## src/rtl/hazard_scoreboard_pkg.sv

```systemverilog
// Shared scoreboard definitions: default widths and the per-register entry-state
// encoding. The forwarding unit imports the same encoding.
package hazard_scoreboard_pkg;

    localparam int REG_NUM_DEF        = 32;
    localparam int REG_ADDR_WIDTH_DEF = 5;
    localparam int LAT_WIDTH_DEF      = 3;
    localparam int TAG_WIDTH_DEF      = 4;

    typedef enum logic [1:0] {
        ENT_IDLE    = 2'd0,
        ENT_COUNT   = 2'd1,
        ENT_MEMWAIT = 2'd2,
        ENT_READY   = 2'd3
    } entry_state_e;

    // A load entry always has cnt=0, so MEMWAIT and COUNT never overlap.
    function automatic entry_state_e entry_state(input logic busy, input logic cnt_nz,
                                                 input logic mem_wait);
        entry_state_e st;
        if (!busy)
            st = ENT_IDLE;
        else if (mem_wait)
            st = ENT_MEMWAIT;
        else if (cnt_nz)
            st = ENT_COUNT;
        else
            st = ENT_READY;
        return st;
    endfunction

endpackage

```

## src/rtl/hazard_scoreboard_sb_entry.sv

```systemverilog
// One architectural register's scoreboard entry: busy, latency countdown,
// memory-wait flag and owner tag, with the per-cycle update priority.
module sb_entry
    import hazard_scoreboard_pkg::*;
#(
    parameter int LAT_WIDTH = LAT_WIDTH_DEF,
    parameter int TAG_WIDTH = TAG_WIDTH_DEF
) (
    input  logic                 clk,
    input  logic                 rst,
    input  logic                 set_en,
    input  logic                 set_load,
    input  logic [LAT_WIDTH-1:0] set_lat,
    input  logic [TAG_WIDTH-1:0] set_tag,
    input  logic                 mem_resp_valid,
    input  logic [TAG_WIDTH-1:0] mem_resp_tag,
    input  logic                 wb_valid,
    input  logic [TAG_WIDTH-1:0] wb_tag,
    output entry_state_e         state
);

    logic                 busy;
    logic                 mem_wait;
    logic [LAT_WIDTH-1:0] cnt;
    logic [TAG_WIDTH-1:0] tag;

    logic wb_hit;
    logic mem_hit;

    // Tag matching lets a stale writeback or response from an overwritten owner fall through.
    assign wb_hit  = busy && wb_valid && (wb_tag == tag);
    assign mem_hit = busy && mem_wait && mem_resp_valid && (mem_resp_tag == tag);

    always_ff @(posedge clk) begin
        if (rst) begin
            busy     <= 1'b0;
            mem_wait <= 1'b0;
            cnt      <= '0;
            tag      <= '0;
        end else if (set_en) begin
            busy     <= 1'b1;
            tag      <= set_tag;
            mem_wait <= set_load;
            cnt      <= set_load ? '0 : set_lat;
        end else if (wb_hit) begin
            busy     <= 1'b0;
            mem_wait <= 1'b0;
            cnt      <= '0;
        end else begin
            if (mem_hit)
                mem_wait <= 1'b0;
            if (busy && (cnt != '0))
                cnt <= cnt - 1'b1;
        end
    end

    assign state = entry_state(busy, cnt != '0, mem_wait);

endmodule

```

## src/rtl/hazard_scoreboard.sv

```systemverilog
// Decode-stage hazard scoreboard: per-register entries, issue tag counter and
// the source-hazard stall generation.
module hazard_scoreboard
    import hazard_scoreboard_pkg::*;
#(
    parameter int REG_NUM        = REG_NUM_DEF,
    parameter int REG_ADDR_WIDTH = REG_ADDR_WIDTH_DEF,
    parameter int LAT_WIDTH      = LAT_WIDTH_DEF,
    parameter int TAG_WIDTH      = TAG_WIDTH_DEF,
    parameter int FWD_EN         = 1
) (
    input  logic                      clk,
    input  logic                      rst,
    input  logic [REG_ADDR_WIDTH-1:0] rs1_id,
    input  logic [REG_ADDR_WIDTH-1:0] rs2_id,
    input  logic                      rs1_used,
    input  logic                      rs2_used,
    input  logic                      issue_valid,
    input  logic                      issue_wen,
    input  logic [REG_ADDR_WIDTH-1:0] issue_rd,
    input  logic [LAT_WIDTH-1:0]      issue_lat,
    input  logic                      issue_is_load,
    input  logic                      flush,
    input  logic                      mem_resp_valid,
    input  logic [TAG_WIDTH-1:0]      mem_resp_tag,
    input  logic                      wb_valid,
    input  logic [TAG_WIDTH-1:0]      wb_tag,
    output logic                      stall,
    output logic                      stall_mem,
    output logic                      issue_fire,
    output logic [TAG_WIDTH-1:0]      issue_tag
);

    // Handshake: issue_valid is the request, ~stall is the ready; the instruction
    // leaves ID (issue_fire) only in a cycle where both hold and flush is low.

    logic [TAG_WIDTH-1:0] tag_ctr;
    entry_state_e         ent_state [REG_NUM];
    entry_state_e         st1;
    entry_state_e         st2;
    logic                 haz1;
    logic                 haz2;
    logic                 set_any;

    function automatic logic src_hazard(input logic used, input logic [REG_ADDR_WIDTH-1:0] id,
                                        input entry_state_e st);
        return used && (id != '0) &&
               ((st == ENT_COUNT) || (st == ENT_MEMWAIT) || ((FWD_EN == 0) && (st == ENT_READY)));
    endfunction

    assign set_any      = issue_fire && issue_wen && (issue_rd != '0);
    assign ent_state[0] = ENT_IDLE;

    for (genvar r = 1; r < REG_NUM; r++) begin : g_entry
        sb_entry #(
            .LAT_WIDTH(LAT_WIDTH),
            .TAG_WIDTH(TAG_WIDTH)
        ) u_entry (
            .clk           (clk),
            .rst           (rst),
            .set_en        (set_any && (issue_rd == REG_ADDR_WIDTH'(r))),
            .set_load      (issue_is_load),
            .set_lat       (issue_lat),
            .set_tag       (tag_ctr),
            .mem_resp_valid(mem_resp_valid),
            .mem_resp_tag  (mem_resp_tag),
            .wb_valid      (wb_valid),
            .wb_tag        (wb_tag),
            .state         (ent_state[r])
        );
    end

    always_comb begin
        st1       = ent_state[rs1_id];
        st2       = ent_state[rs2_id];
        haz1      = src_hazard(rs1_used, rs1_id, st1);
        haz2      = src_hazard(rs2_used, rs2_id, st2);
        stall     = ~flush & (haz1 | haz2);
        stall_mem = ~flush & ((haz1 & (st1 == ENT_MEMWAIT)) | (haz2 & (st2 == ENT_MEMWAIT)));
    end

    assign issue_fire = issue_valid & ~stall & ~flush;
    assign issue_tag  = tag_ctr;

    always_ff @(posedge clk) begin
        if (rst)
            tag_ctr <= '0;
        else if (issue_fire)
            tag_ctr <= tag_ctr + 1'b1;
    end

endmodule

```

## config.mk

```make
export PLATFORM = sky130hd
export DESIGN_NAME = hazard_scoreboard
export DESIGN_NICKNAME = d
export VERILOG_FILES = /design/src/rtl/hazard_scoreboard_pkg.sv /design/src/rtl/hazard_scoreboard_sb_entry.sv /design/src/rtl/hazard_scoreboard.sv
export SDC_FILE = /design/constraint.sdc
export NUM_CORES = 1
export LEC_CHECK = 0
export CORE_MARGIN = 1
export CORE_UTILIZATION = 55
export DETAILED_ROUTE_END_ITERATION = 7
export PLACE_DENSITY = 0.72
export SLEW_MARGIN = 0
export SYNTH_ARGS = -nofsm -noshare
export SYNTH_HDL_FRONTEND = slang
export SYNTH_SLANG_ARGS = --single-unit
export TNS_END_PERCENT = 10
```

## constraint.sdc

```tcl
create_clock -name clk -period 4.18 [get_ports clk]
set_input_delay 0.627 -clock clk [delete_from_list [all_inputs] [get_ports clk]]
set_output_delay 0.627 -clock clk [all_outputs]
set_load 0.005 [all_outputs]
```

# Yosys cells after proc, flatten, opt, wreduce, memory -nomap -nowiden
# Cells that the tools add are included.
# Widths: inputs -> output; s select.
# op_classes
magnitude_cmp,2
n_eq_ne,97
addsub,32
muxes,348
bitwise_logic,12
reduce_logical,352
# op_table
op,n
$mux 3,94
$reduce_bool 3->1,93
$eq 4x4->1,62
$logic_and 1x1->1,223
$mux 2,97
$mux 1,155
$sub 3x1->3 const B,31
$eq 5x5->1 const B,16
$reduce_bool 2->1,31
$eq 5x4->1 const B,8
$bmux 2 s5,2
$eq 5x3->1 const B,4
$reduce_bool 5->1,3
$ge 6x6->1 const B,2
$not 5->6,2
$eq 5x2->1 const B,2
$and 1x1->1,6
$eq 5x1->1 const B,1
$add 4x1->4 const B,1
$eq 2x1->1 const B,2
$eq 2x2->1 const B,2
$logic_or 1x1->1,2
$not 1->1,2
$or 1x1->1,2
# word_totals
reg_bits,283
out_inout_bits,7
input_bits,36

# Depth between registers and ports, before layout
# depth
depth_word,19
depth_mapped,17
mapped_depth_nobuf,15

# By module
# Synthesis repeated with hierarchy kept, for this count alone.
# unflattened
cells_unflattened,2290
hier_area_um2,18808.0
# by_module_without_submodules
mod,area_each_um2,n_inst,cells_per_inst,seq_area_each_um2
sb_entry,554.3,31,68,180.2
hazard_scoreboard,1625.3,1,182,80.1

# Least setup slack after synthesis
# No wires, ideal clock.
# synth_path
path_type,in2reg
from,in rs2_id[0]
to,reg g_entry[3].u_entry.cnt[0]
setup_slack_ns,0.321
setup_time_ns,0.070
required_ns,4.110
arrival_ns,3.789
cell_stages,16
cell_sequence,buf_2 > buf_1 > buf_1 > nand3b_1 > o311ai_0 > a31oi_1 > mux4_2 > ha_1 > nor2b_1 > o21a_4 > buf_6 > nor2_1 > and3_1 > buf_2 > or3_1 > a21oi_1
# synth_between
elab_chain_cells,16
elab_cells_between_ends,20
cone_classes,eq/ne (2); mux (4); bitwise (6); reduce/logical (8)
# synth_rtl
item,line,rtl
"start, declared",hazard_scoreboard.sv:15,"input logic [REG_ADDR_WIDTH-1:0] rs2_id,"
$not 5->6 (not written as such),hazard_scoreboard.sv:75,st2 = ent_state[rs2_id];
$bmux 2 s5,hazard_scoreboard.sv:75,
$mux 2 (not written as such) (2 in a row),hazard_scoreboard.sv:75,
$eq 2x1->1 or $eq 2x2->1 (tied branches),hazard_scoreboard.sv:48,((st == ENT_COUNT) || (st == ENT_MEMWAIT) || ((FWD_EN == 0) && (st == ENT_READY)));
$logic_or 1x1->1,hazard_scoreboard.sv:48,
$logic_and 1x1->1 *,hazard_scoreboard.sv:47,return used && (id != '0) &&
$or 1x1->1 *,hazard_scoreboard.sv:78,stall = ~flush & (haz1 | haz2);
$and 1x1->1 *,hazard_scoreboard.sv:78,
$not 1->1 *,hazard_scoreboard.sv:82,assign issue_fire = issue_valid & ~stall & ~flush;
$and 1x1->1 * (2 in a row),hazard_scoreboard.sv:82,
$logic_and 1x1->1 * (2 in a row),hazard_scoreboard.sv:51,assign set_any = issue_fire && issue_wen && (issue_rd != '0);
$logic_and 1x1->1 *,hazard_scoreboard.sv:61,".set_en (set_any && (issue_rd == REG_ADDR_WIDTH'(r))),"
$reduce_bool 3->1 (no source line) or $mux 3 (tied branches),n/a,
"end signal, assigned",hazard_scoreboard_sb_entry.sv:44,cnt <= set_load ? '0 : set_lat;
"end signal, assigned",hazard_scoreboard_sb_entry.sv:53,cnt <= cnt - 1'b1;
"end, declared",hazard_scoreboard_sb_entry.sv:24,logic [LAT_WIDTH-1:0] cnt;
# Mark *: on every way between the ends. The rest lies on a longest branch, timed or not. The select of a mux whose other input is x is not followed.
# A chain may end at the register's enable or synchronous reset.

# Worst setup path after layout
# layout_path
from,reg g_entry[14].u_entry.cnt[1]
to,out stall_mem
# layout_between
elab_chain_cells,13
elab_cells_between_ends,22
cone_classes,eq/ne (4); mux (9); bitwise (4); reduce/logical (5)
# layout_rtl
item,line,rtl
"start, declared",hazard_scoreboard_sb_entry.sv:24,
"start signal, assigned",hazard_scoreboard_sb_entry.sv:44,
"start signal, assigned",hazard_scoreboard_sb_entry.sv:53,
$reduce_bool 3->1 *,hazard_scoreboard_sb_entry.sv:57,"assign state = entry_state(busy, cnt != '0, mem_wait);"
$mux 2 *,hazard_scoreboard_pkg.sv:25,else if (cnt_nz)
$mux 2 *,hazard_scoreboard_pkg.sv:23,else if (mem_wait)
$mux 2 *,hazard_scoreboard_pkg.sv:21,if (!busy)
"$bmux 2 s5, on equally long branches","hazard_scoreboard.sv:74, hazard_scoreboard.sv:75",
"$mux 2, on equally long branches (2 in a row)","hazard_scoreboard.sv:74, hazard_scoreboard.sv:75",
$eq 2x1->1 or $eq 2x2->1 (tied branches),"hazard_scoreboard.sv:48, hazard_scoreboard.sv:79",
$logic_or 1x1->1,hazard_scoreboard.sv:48,
$logic_and 1x1->1,hazard_scoreboard.sv:47,
$and 1x1->1,hazard_scoreboard.sv:79,stall_mem = ~flush & ((haz1 & (st1 == ENT_MEMWAIT)) | (haz2 & (st2 == ENT_MEMWAIT)));
$or 1x1->1 *,hazard_scoreboard.sv:79,
$and 1x1->1 *,hazard_scoreboard.sv:79,
"end, declared",hazard_scoreboard.sv:29,"output logic stall_mem,"
# Marked as above.

==> impl_metrics.tcl <==
set metrics [dict create \
    grt_pass1_wl_mm 98.2 \
    final_util 0.673 \
    grt_usage 0.378 \
    period_share 0.990 \
    rsz0062_at_grt "yes" \
    numPortBuffers 42 \
    skew_ps 15.7 \
    overflow 0 \
    final_max_slew_viol_count 0 \
    clkLatencyLatePin_ps 530 \
    area_growth_pct 19.1 \
    wl_mm 63.5 \
    wire_per_inst_um 21.6 \
    min_path_type "flop to flop" \
    p_seq_frac 0.423 \
    netlist_area_um2 18000 \
    tightest_slew_ps 1180 \
    status "finished, final reports clean" \
    swShare 0.259 \
    cp_common_cell "buf_6" \
    grt_max_degree 155 \
    setup_viol 0 \
    antenna_found_initial 0 \
    crit_slowest_cell "mux4_2" \
    cts_tree "done" \
    p_per_area_nw_per_um2 298 \
    via_per_inst 6.19 \
    root_buffer "clkbuf_16" \
    synth_seq_area_share 0.314 \
    dieArea_um2 33500 \
    num_io_pins 43 \
    drive_gt1_frac 0.158 \
    cp.required_ps 3550 \
    power.share.clock 0.474 \
    min_period_ps 4140 \
    clock-sinks 283 \
    cp-end-kind "primary output" \
    p_sw_mw 1.66 \
    num_vias 18200 \
    async_flop_share 0 \
    drv_cap 0 \
    ff_latch_area_um2 5680 \
    clockBufferDepth 3 \
    gp_congestion 0.977 \
    final-hold-violation-count 0 \
    die_x_um 183 \
    cts_hold_buffers 0 \
    p_comb_frac 0.103 \
    synth_seq_cells 283 \
    fill_cells 2701 \
    ant_nets 0 \
    synth_top_area_frac 0.314 \
    drcViolationCount 0 \
    p_total_mw 6.39 \
    synth.area.top_cells "dfxtp_1, nand2_1, a21oi_1" \
    grt_pass1_vias 17500 \
    core_area_um2 31900 \
    peakVddDrop_mv 0.255 \
    synth.distinct_cells 80 \
    fmax_ghz 0.242 \
    synth_edf_count 0 \
    crit_chain "inv_2 -> buf_6 -> ha_4 -> nor2b_4 -> o21ai_4 -> mux4_2 -> or3b_4 -> o211ai_1 -> a221o_1 -> ha_1 -> nor2b_2 -> o21a_4 -> buf_6 -> a22oi_2 -> nor2_1 -> buf_2" \
    crit_type "flop to primary output" \
    cp_max_fo 3 \
    num_rows 65 \
    ys.flop_type "dfxtp_1" \
    synth_top_area_cell "dfxtp_1" \
    nets 2586 \
    start_kind "flop" \
    syn_inst 2339 \
    multi_input_area_um2 11500 \
    yosysWarnings 0 \
    numCtsBuffers 35 \
    htree_levels 2 \
    drtIter0Drc 2008 \
    cp.arrival_ps 3510 \
    initial_core_util 0.565 \
    fp.dieH_um 183 \
    synth_nets 2440 \
    clk_pin_slew_worst_paths_ps 60 \
    cpPeakStageDelay_ps 470 \
    dp_hpwl_mm 41.7 \
    detail_route.first_pass.iterations 6 \
    synth.avg_cell_area_um2 7.71 \
    slew-limit-headroom 0.215 \
    n_antenna_cell 0 \
    p_leak_nw 7.77 \
    p_int_mw 4.74 \
]
## power groups by stage
| stage | Sequential (mW) | Combinational (mW) | Clock (mW) |
|---|---|---|---|
| floorplan | 2.76 | 0.342 | 0 |
| global placement | 2.76 | 0.601 | 0 |
| detailed placement | 2.76 | 0.608 | 0 |
| CTS | 2.71 | 0.622 | 3.07 |
| global route | 2.70 | 0.674 | 3.17 |
| finish | 2.71 | 0.656 | 3.03 |
## cells in the mapped netlist, drive strengths merged (33+ instances only)
library cell / instances
a21oi: 280
buf: 43
clkbuf: 119
dfxtp: 283
ha: 65
inv: 98
mux2i: 34
nand2: 408
nand2b: 67
nand3: 104
nand4: 33
nor2: 89
nor2b: 55
nor3: 80
o21ai: 46
xnor2: 101
xor2: 140
## cell families (layout without fill, tap and decap cells)
group / after synthesis / in the layout / share of synthesized area
DFF: 283 / 283 / 0.314
xor gates and xnor gates: 241 / 241 / 0.117
buffers and inverters: 261 / 430 / 0.0572
and+or+nand+nor: 944 / 944 / 0.257
adders and majority gates: 65 / 65 / 0.0451
muxes: 49 / 49 / 0.0364
AOI/OAI and AO/OA: 496 / 496 / 0.173
## registers in the layout, summed over array words and instances (netlist names)
signal,count
g_entry.u_entry.busy,31
g_entry.u_entry.cnt,93
g_entry.u_entry.mem_wait,31
g_entry.u_entry.tag,124
issue_tag,4
## cells in the final DEF (no fill, tap or decap), types with 10 or more instances in the layout
cell,count
nor3b_1,10
dfxtp_2,12
a21oi_1,279
xnor2_1,101
a41oi_1,11
nor4_1,16
nand4_1,33
or3_1,24
clkbuf_16,35
and3_1,15
nor3_2,11
nand2b_1,67
dfxtp_1,271
mux2i_1,33
buf_4,212
inv_1,91
nor2b_1,42
nand2_1,407
o2111ai_1,18
xor2_1,140
o21ai_1,12
nor2_1,89
mux4_2,13
o21ai_0,30
o22ai_1,10
buf_2,14
buf_12,10
a311oi_1,17
clkdlybuf4s50_1,25
nor3_1,68
nand3_1,102
ha_1,57
o211ai_1,18
a222oi_1,10
## critical path: cells and delay by family, from the launching register on
kind,cells,cell delay (ps)
and+or+nand+nor,4,780
AOI/OAI and AO/OA,5,620
adders and majority gates,2,370
muxes,1,470
buffers and inverters,4,390
DFF,1,320
## worst paths after layout
path                                            startpoint                                       end  slack (ps)  cells after the start
setup / recovery   g_entry[14].u_entry.cnt[1]$_SDFFE_PP0P_                                 stall_mem          40                     16
hold / removal    g_entry[3].u_entry.mem_wait$_SDFFE_PP0P_  g_entry[3].u_entry.mem_wait$_SDFFE_PP0P_         480                      2
setup reg to reg   g_entry[14].u_entry.cnt[1]$_SDFFE_PP0P_   g_entry[14].u_entry.cnt[0]$_SDFFE_PP0P_          50                     21
hold reg to reg   g_entry[3].u_entry.mem_wait$_SDFFE_PP0P_  g_entry[3].u_entry.mem_wait$_SDFFE_PP0P_         480                      2
## per-layer routing
metal | vias up | global-route usage | routed length [um]
met2 | 1000 | 0.603 | 28400
met4 | 0 | 0.194 | 3320
li1 | 8387 | - | -
met3 | 239 | 0.0719 | 6680
met5 | - | 0 | 0
met1 | 8600 | 0.485 | 25100
## per-stage QoR
| step | hold WS, ps | instances | setup WS (ps) | TNS (ps) | area (um2) |
|---|---|---|---|---|---|
| 4_1_cts | 475 | 2936 | 1.98 | 0 | 21300 |
| 6_report | 477 | 2943 | 41.2 | 0 | 21500 |
| 3_5_place_dp | 467 | 2844 | -357 | -15270 | 19800 |
| 5_1_grt | 489 | 2943 | -90.1 | -299 | 21500 |
| 2_1_floorplan | 442 | 2339 | 321 | 0 | 18000 |
| 3_3_place_gp | 458 | 2844 | -336 | -12750 | 19800 |
## final cells by class
type                       count  share of cell area
clock buffer                  49              0.0456
tap                          435              0.0254
multi-input combinational   1795               0.536
clock inverter                11             0.00676
sequential                   283               0.265
inverter                      99              0.0173
timing repair buffer         271               0.104
## timing repair
| action | 4_1_cts | 5_1_grt |
|---|---|---|
| cloned | 1 | 0 |
| setup buffers | 31 | 12 |
| gates resized for setup | 32 | 57 |
| setup endpoints to repair | 3 | 110 |
| pin swaps | 5 | 20 |
Power figures use the tool's default switching activity.
